<file path="src/rtl/fft_din_collector.sv">
// Serial-to-parallel frame collector for the FFT butterfly chain: samples are
// stored bit-reversed into ping-pong banks and presented as packed frames.
module fft_din_collector #(
  parameter int WIDTH  = 16,
  parameter int NPOINT = 3
) (
  input  logic                           clk,
  input  logic                           rst,
  input  logic                           sin_valid,
  output logic                           sin_busy,
  input  logic [WIDTH-1:0]               sin_real,
  input  logic [WIDTH-1:0]               sin_imag,
  input  logic                           sin_last,
  output logic                           dout_valid,
  input  logic                           dout_busy,
  output logic [WIDTH*(2**NPOINT)-1:0]   dout_real,
  output logic [WIDTH*(2**NPOINT)-1:0]   dout_imag,
  output logic                           frame_err
);

  localparam int N = 2 ** NPOINT;
  localparam logic [NPOINT-1:0] CNT_LAST = NPOINT'(N - 1);

  // Handshakes: a transfer happens on a clock edge where valid is high and
  // busy is low, on both the serial input and the parallel output side.

  logic [WIDTH*N-1:0] bank_real_q [2];
  logic [WIDTH*N-1:0] bank_real_d [2];
  logic [WIDTH*N-1:0] bank_imag_q [2];
  logic [WIDTH*N-1:0] bank_imag_d [2];
  logic [1:0]         full_q, full_d;
  logic               wr_bank_q, wr_bank_d;
  logic               rd_bank_q, rd_bank_d;
  logic [NPOINT-1:0]  cnt_q, cnt_d;
  logic               frame_err_q, frame_err_d;

  logic accept;
  logic drain;
  int   wr_idx;

  function automatic logic [NPOINT-1:0] bitrev(input logic [NPOINT-1:0] v);
    logic [NPOINT-1:0] r;
    for (int i = 0; i < NPOINT; i++) r[i] = v[NPOINT-1-i];
    return r;
  endfunction

  always_comb begin
    bank_real_d = bank_real_q;
    bank_imag_d = bank_imag_q;
    full_d      = full_q;
    wr_bank_d   = wr_bank_q;
    rd_bank_d   = rd_bank_q;
    cnt_d       = cnt_q;
    frame_err_d = 1'b0;
    accept      = sin_valid && !full_q[wr_bank_q];
    drain       = full_q[rd_bank_q] && !dout_busy;
    wr_idx      = int'(bitrev(cnt_q));

    if (accept) begin
      bank_real_d[wr_bank_q][wr_idx*WIDTH +: WIDTH] = sin_real;
      bank_imag_d[wr_bank_q][wr_idx*WIDTH +: WIDTH] = sin_imag;
      if (cnt_q == CNT_LAST) begin
        // A missing sin_last still completes the frame, but is flagged.
        full_d[wr_bank_q] = 1'b1;
        wr_bank_d         = ~wr_bank_q;
        cnt_d             = '0;
        frame_err_d       = !sin_last;
      end else if (sin_last) begin
        // Early sin_last drops the partial frame; the bank is reused as-is.
        cnt_d       = '0;
        frame_err_d = 1'b1;
      end else begin
        cnt_d = cnt_q + 1'b1;
      end
    end

    // Completion always targets an empty bank and drain a full one, so the
    // two updates to full_d never collide on the same bit.
    if (drain) begin
      full_d[rd_bank_q] = 1'b0;
      rd_bank_d         = ~rd_bank_q;
    end
  end

  always_ff @(posedge clk) begin
    if (rst) begin
      bank_real_q <= '{default: '0};
      bank_imag_q <= '{default: '0};
      full_q      <= '0;
      wr_bank_q   <= 1'b0;
      rd_bank_q   <= 1'b0;
      cnt_q       <= '0;
      frame_err_q <= 1'b0;
    end else begin
      bank_real_q <= bank_real_d;
      bank_imag_q <= bank_imag_d;
      full_q      <= full_d;
      wr_bank_q   <= wr_bank_d;
      rd_bank_q   <= rd_bank_d;
      cnt_q       <= cnt_d;
      frame_err_q <= frame_err_d;
    end
  end

  assign sin_busy   = full_q[wr_bank_q];
  assign dout_valid = full_q[rd_bank_q];
  assign dout_real  = bank_real_q[rd_bank_q];
  assign dout_imag  = bank_imag_q[rd_bank_q];
  assign frame_err  = frame_err_q;

endmodule

</file>
<file path="config.mk">
export PLATFORM = sky130hd
export DESIGN_NAME = fft_din_collector
export DESIGN_NICKNAME = d
export VERILOG_FILES = /design/src/rtl/fft_din_collector.sv
export SDC_FILE = /design/constraint.sdc
export NUM_CORES = 1
export LEC_CHECK = 0
export ABC_AREA = 1
export CORE_MARGIN = 4
export CORE_UTILIZATION = 51
export DETAILED_ROUTE_END_ITERATION = 12
export PLACE_DENSITY = 0.78
export SYNTH_ARGS = -nofsm -noshare
export SYNTH_HDL_FRONTEND = slang
export SYNTH_SLANG_ARGS = --single-unit
</file>
<file path="constraint.sdc">
create_clock -name clk -period 2.6 [get_ports clk]
set_input_delay 0.52 -clock clk [delete_from_list [all_inputs] [get_ports clk]]
set_output_delay 0.52 -clock clk [all_outputs]
set_load 0.01 [all_outputs]
</file>
Word-level counts from Yosys, hierarchy flattened
Index checks and enable logic that the tools add are counted.
{ "op_classes": {"n_addsub": 2, "order_cmp": 7, "n_eq_ne": 1, "n_shift": 3, "n_mux": 25, "bitwise": 8, "reduce_logical": 10} }
{ "op_table": {"columns": ["operator", "n"], "rows": [
  ["128-bit 2-to-1 mux", 7],
  ["256-bit bitwise mux", 2],
  ["16-bit by 33-bit indexed part select with 128-bit output", 2],
  ["128-bit demux with 1-bit select", 1],
  ["16-bit by 33-bit variable shift with 128-bit output (first input constant)", 1],
  ["7-bit negator with 33-bit output", 1],
  ["1-bit 2-to-1 mux", 8],
  ["2-bit 2-to-1 mux", 3],
  ["3-bit 2-to-1 mux", 2],
  ["1-bit logical AND", 5],
  ["2-bit greater-or-equal comparator (second input constant)", 2],
  ["1-bit by 2-bit < comparator with 1-bit output (second input constant)", 2],
  ["1-bit NOT with 2-bit output", 2],
  ["3-bit by 1-bit adder with 3-bit output (second input constant)", 1],
  ["3-bit == test (second input constant)", 1],
  ["1-bit zero test", 3],
  ["1-bit NOT", 3],
  ["2-bit bitwise AND", 1],
  ["1-bit demux with 1-bit select", 2],
  ["1-bit greater-or-equal comparator (second input constant)", 2],
  ["2-bit by 1-bit < comparator with 1-bit output (second input constant)", 1],
  ["2-bit NOT", 1],
  ["2-bit bitwise OR", 1],
  ["2-bit AND reduction", 1],
  ["2-bit OR reduction", 1]
]} }
{ "totals": {"register_bits": 520, "inputBits": 37, "out_inout_bits": 259, "wordCells": 65} }

Depth between registers and ports, before layout
{ "depth": {"word_depth": 9, "mapped_depth": 14, "ltp_nobuf": 11} }

Worst setup path before layout
No wires, ideal clock.
{ "synth_path": {"path_type": "register to register", "start": "reg cnt_q[2]", "end": "reg bank_imag_q[130] (netlist name)", "setup_time_ns": 0.116, "t_arrival_ns": 2.083, "required_time_ns": 2.484, "slack_ns": 0.401, "path_stages_with_launch": 13, "n_path_buf": 3, "synth_period_minus_slack_ns": 2.199, "cell_sequence": "dfxtp_1 -> buf_4 -> inv_4 -> ha_1 -> ha_1 -> buf_4 -> nor2_1 -> nand3_2 -> nor2_4 -> inv_2 -> buf_2 -> nor2_1 -> nor2_1"} }
{ "synth_between": {"elab_chain_len": 5, "elab_cells_between_ends": 6} }
{ "synth_rtl": {"columns": ["item", "line", "text"], "rows": [
  ["start: declaration", "34", "logic [NPOINT-1:0] cnt_q, cnt_d;"],
  ["start signal: assignment", "100", "cnt_q <= cnt_d;"],
  ["7-bit negator with 33-bit output *", "61", "bank_imag_d[wr_bank_q][wr_idx*WIDTH +: WIDTH] = sin_imag;"],
  ["16-bit by 33-bit variable shift with 128-bit output", "61", null],
  ["128-bit 2-to-1 mux (implied by the code)", "61", null],
  ["128-bit demux with 1-bit select", "61", null],
  ["256-bit bitwise mux *", "61", null],
  ["end signal: assignment", "96", "bank_imag_q <= bank_imag_d;"],
  ["end: declaration", "29", "logic [WIDTH*N-1:0] bank_imag_q [2];"]
]} }
Every way passes the cells marked *; elsewhere a longest branch is shown, timed or not.
A chain may end at the register's enable or synchronous reset.

Worst setup path in the final report
{ "layout_path": {"start": "reg rd_bank_q", "end": "out dout_real[82]"} }
{ "layout_between": {"elab_chain_len": 4} }
{ "layout_rtl": {"columns": ["item", "line", "text"], "rows": [
  ["start: declaration", "33", "logic rd_bank_q, rd_bank_d;"],
  ["start signal: assignment", "99", "rd_bank_q <= rd_bank_d;"],
  ["1-bit NOT with 2-bit output (implied by the code)", "107", "assign dout_real = bank_real_q[rd_bank_q];"],
  ["128-bit 2-to-1 mux (implied by the code) (3 in series)", "107", null],
  ["end: declaration", "16", "output logic [WIDTH*(2**NPOINT)-1:0] dout_real,"]
]} }
No other way between the ends. The select of a mux whose other input is x is not followed.

==> out/results.ini <==
[run_status]
status = complete, but fails checks
violations = negative setup slack

[floorplanning]
io_pins = 296
coreArea_um2 = 43360
die-area_um2 = 47620
floorplan.initialDensity = 0.5198
die_y_um = 218.2
die_x_um = 218.2
rows = 76

[route]
postRouteAntennaNets = 0
routedWlPerCell_um = 20.04
drc = 0
vias = 22240
viasPerCell = 5.577
drtIter0Drc = 2439
firstDrtPassIters = 6
drt-total-wl_um = 79930

[yosys]
synth_cells = 3071
yosysUniqueCellTypes = 32
synth_top_area_frac = 0.4619
avgSynthCellArea_um2 = 7.339
synth_xor_area_frac = 0
synth_top_family_by_area = simple AND/OR/NAND/NOR gates
ys_seq_area_frac = 0.4619
netlist_area_um2 = 22540
synth.area.top_cells = dfxtp_1, nor2_1, o21ai_0, mux2_2, nand2_1
yosysTopAreaCell = dfxtp_1
synth_compound_area_frac = 0.1147
synthMuxAreaShare = 0.09093
ys_seq_elements = 520
synth_fp_nets = 3116
synth-adder-area-share = 0.004441
yosysWarnings = 0
synth-simple-area-share = 0.2595

[pwr]
vdd_ir_drop_max_mv = 0.4344
p_total_uw = 17380
power-per-cell-area_nw_per_um2 = 607.3
p_leak_uw = 0.01325

[clocking]
cts_tree = done
htreeDepth = 2
cts_buffers = 53
cts_num_sinks = 520
cts.clk_slew.worst_paths_ns = 0.06
cts_buffer_depth = 3
clock_latency_ns = 0.63
root_buffer = clkbuf_16

[timing]
hold_ws_ns = 0.4671
rsz0062_at_grt = yes
drv_slew = 0
finalHoldViolCount = 0
max_freq_ghz = 0.3682
finalClockSkew_ns = 0.01660
setup_viol = 41
fin_ws_ns = -0.1160
max_slew_margin = 0.3393
fin_crit_sh = 1.045
tightest_slew_ns = 0.9835
period_minus_slack_ns = 2.716

[setup_path]
crit_path_max_incr_delay_ns = 0.50
critPathLaunch = rd_bank_q
cp_max_fo = 15
crit_required_ns = 2.08
critPathArrivalTime_ns = 2.20
r2r-end = bank_imag_q[210]
slowest_stage = clkdlybuf4s50_1
worstSetupPathType = reg -> out
endpoint_kind = primary output
path_cells = buf_4 -> mux2_2 -> clkdlybuf4s50_1
reg2reg_slack_ns = 0.08
startpoint_type = flop
r2r_start = cnt_q[2]
r2r.worst_path.cells = 10

[min_path]
hp-class = reg -> reg
hold_path_end = bank_real_q[191]
hold_path.startpoint = bank_real_q[191]
holdPathStages = 2

[run]
max_cap_viol_count = 0

[place]
io_buffers = 295
dp_hpwl_um = 52570
dpl.cell_count = 3836
pre_cts_ws_ns = 0.1758
place_congestion = 0.9377

[global_route]
grt_pass1_wl_um = 119900
first_global_vias = 21100
antenna_found_initial = 0
grt-ovfl-total = 0
grt_util_all_layers = 0.3195
grt_max_degree = 101

[layout]
nets = 3404
antenna_cells = 0
post-route-util = 0.6599
stdcell_count = 3988
syn_to_final_growth_pct = 26.95
drive_above_1_share = 0.1892

==> critical path, delay by kind of cell, from the launching register on <==
| family | cells | cell delay [ns] |
|---|---|---|
| multiplexers | 1 | 0.41 |
| buffers and inverters | 2 | 0.75 |
| flip-flops | 1 | 0.42 |
==> routing by layer <==
layer / vias to the layer above / part of all wire / global-route usage
li1: 10380 / - / -
met1: 10430 / 0.39 / 0.4047
met2: 1152 / 0.46 / 0.5124
met3: 280 / 0.086 / 0.05882
met4: 0 / 0.067 / 0.1841
met5: - / 0 / 0
==> state kept, by name, indices dropped and copies added (netlist names) <==
| signal | flops |
|---|---|
| rd_bank_q | 1 |
| wr_bank_q | 1 |
| frame_err | 1 |
| bank_imag_q | 256 |
| bank_real_q | 256 |
| cnt_q | 3 |
| full_q | 2 |
==> cells in the mapped netlist <==
| cell | count |
|---|---|
| nor2_4 | 4 |
| a21oi_1 | 61 |
| mux2_2 | 182 |
| buf_1 | 15 |
| inv_2 | 16 |
| buf_2 | 92 |
| buf_4 | 10 |
| buf_6 | 5 |
| nand4_1 | 1 |
| nand2_4 | 1 |
| nand3_1 | 46 |
| o21bai_1 | 2 |
| o21ai_1 | 26 |
| nand2_8 | 1 |
| clkbuf_2 | 1 |
| nor2_1 | 1079 |
| o21ai_0 | 425 |
| dfxtp_1 | 520 |
| ha_1 | 8 |
| nor3_4 | 2 |
| and2_1 | 1 |
| a211oi_1 | 1 |
| inv_1 | 130 |
| nand2_2 | 2 |
| clkbuf_1 | 89 |
| nand3_4 | 1 |
| nand3_2 | 6 |
| clkinv_1 | 1 |
| nor2_2 | 8 |
| nor3_1 | 43 |
| inv_4 | 1 |
| nand2_1 | 291 |
==> report_power, final <==
group          internal, µW  total, µW  switching [µW]  leakage (µW)
Combinational           291        840             550       0.00809
Sequential             8030       8060            33.3       0.00419
Clock                  5080       8470            3390      0.000962
==> logic make-up (layout without fill, tap and decap cells) <==
family,Yosys count,in the layout
AND/OR/NAND/NOR,1486,1486
AO/OA/AOI/OAI,515,515
multiplexers,182,182
adder cells (fa/ha/maj),8,8
buffers and inverters,360,692
flip-flops,520,520
==> worst max-delay path by stage <==
stage	endpoint	slack [ns]	depth (start not counted)
6_report	dout_real[82]	-0.12	3
3_3_place_gp	dout_imag[81]	0.17	4
5_1_grt	dout_imag[123]	-0.14	3
4_1_cts	dout_imag[48]	-0.20	4
3_5_place_dp	dout_imag[81]	0.18	4
2_1_floorplan	bank_imag_q[130]	0.40	12
==> placed cells by master, fill, tap and decap left out, types with 8 or more instances in the layout <==
master              n
a21oi_1            49
a21oi_2            11
buf_12             20
buf_16             12
buf_2              12
buf_4              92
buf_6              36
bufinv_16           9
clkbuf_16          60
clkbuf_2          118
clkbuf_8           13
clkdlybuf4s15_1    20
clkdlybuf4s50_1    42
clkinv_2           11
dfxtp_1           519
dlygate4sd2_1      71
ha_1                8
inv_1             130
inv_2              15
mux2_2            145
mux2_4             37
nand2_1           291
nand3_1            45
nor2_1           1079
nor2_2              8
nor3_1             43
o21ai_0           406
o21ai_1            41
==> stage by stage <==
step | area, µm² | TNS (ns)
after CTS | 28480 | -6.861
after detailed placement | 26170 | 0
after floorplan | 22540 | 0
after global placement | 26170 | 0
final | 28610 | -1.714
after global routing | 28610 | -2.783
==> timing repair <==
item / in CTS / in global routing
buffers inserted: 19 / 18
resized for setup: 448 / 337
hold buffers: 0 / 0
pin swaps: 0 / 0
cloned: 12 / 7
setup endpoints to repair: 255 / 154
==> area by class of cell <==
cell class | instances | area [µm²]
clock buffers | 72 | 1549
clock inverters | 27 | 395.4
fillers | 3628 | 14750
inverters | 148 | 565.5
multi-input cells | 2191 | 10800
flip-flops and latches | 520 | 10410
well taps | 585 | 732.0
repair buffers | 445 | 4163
(Power assumes the default switching activity.)
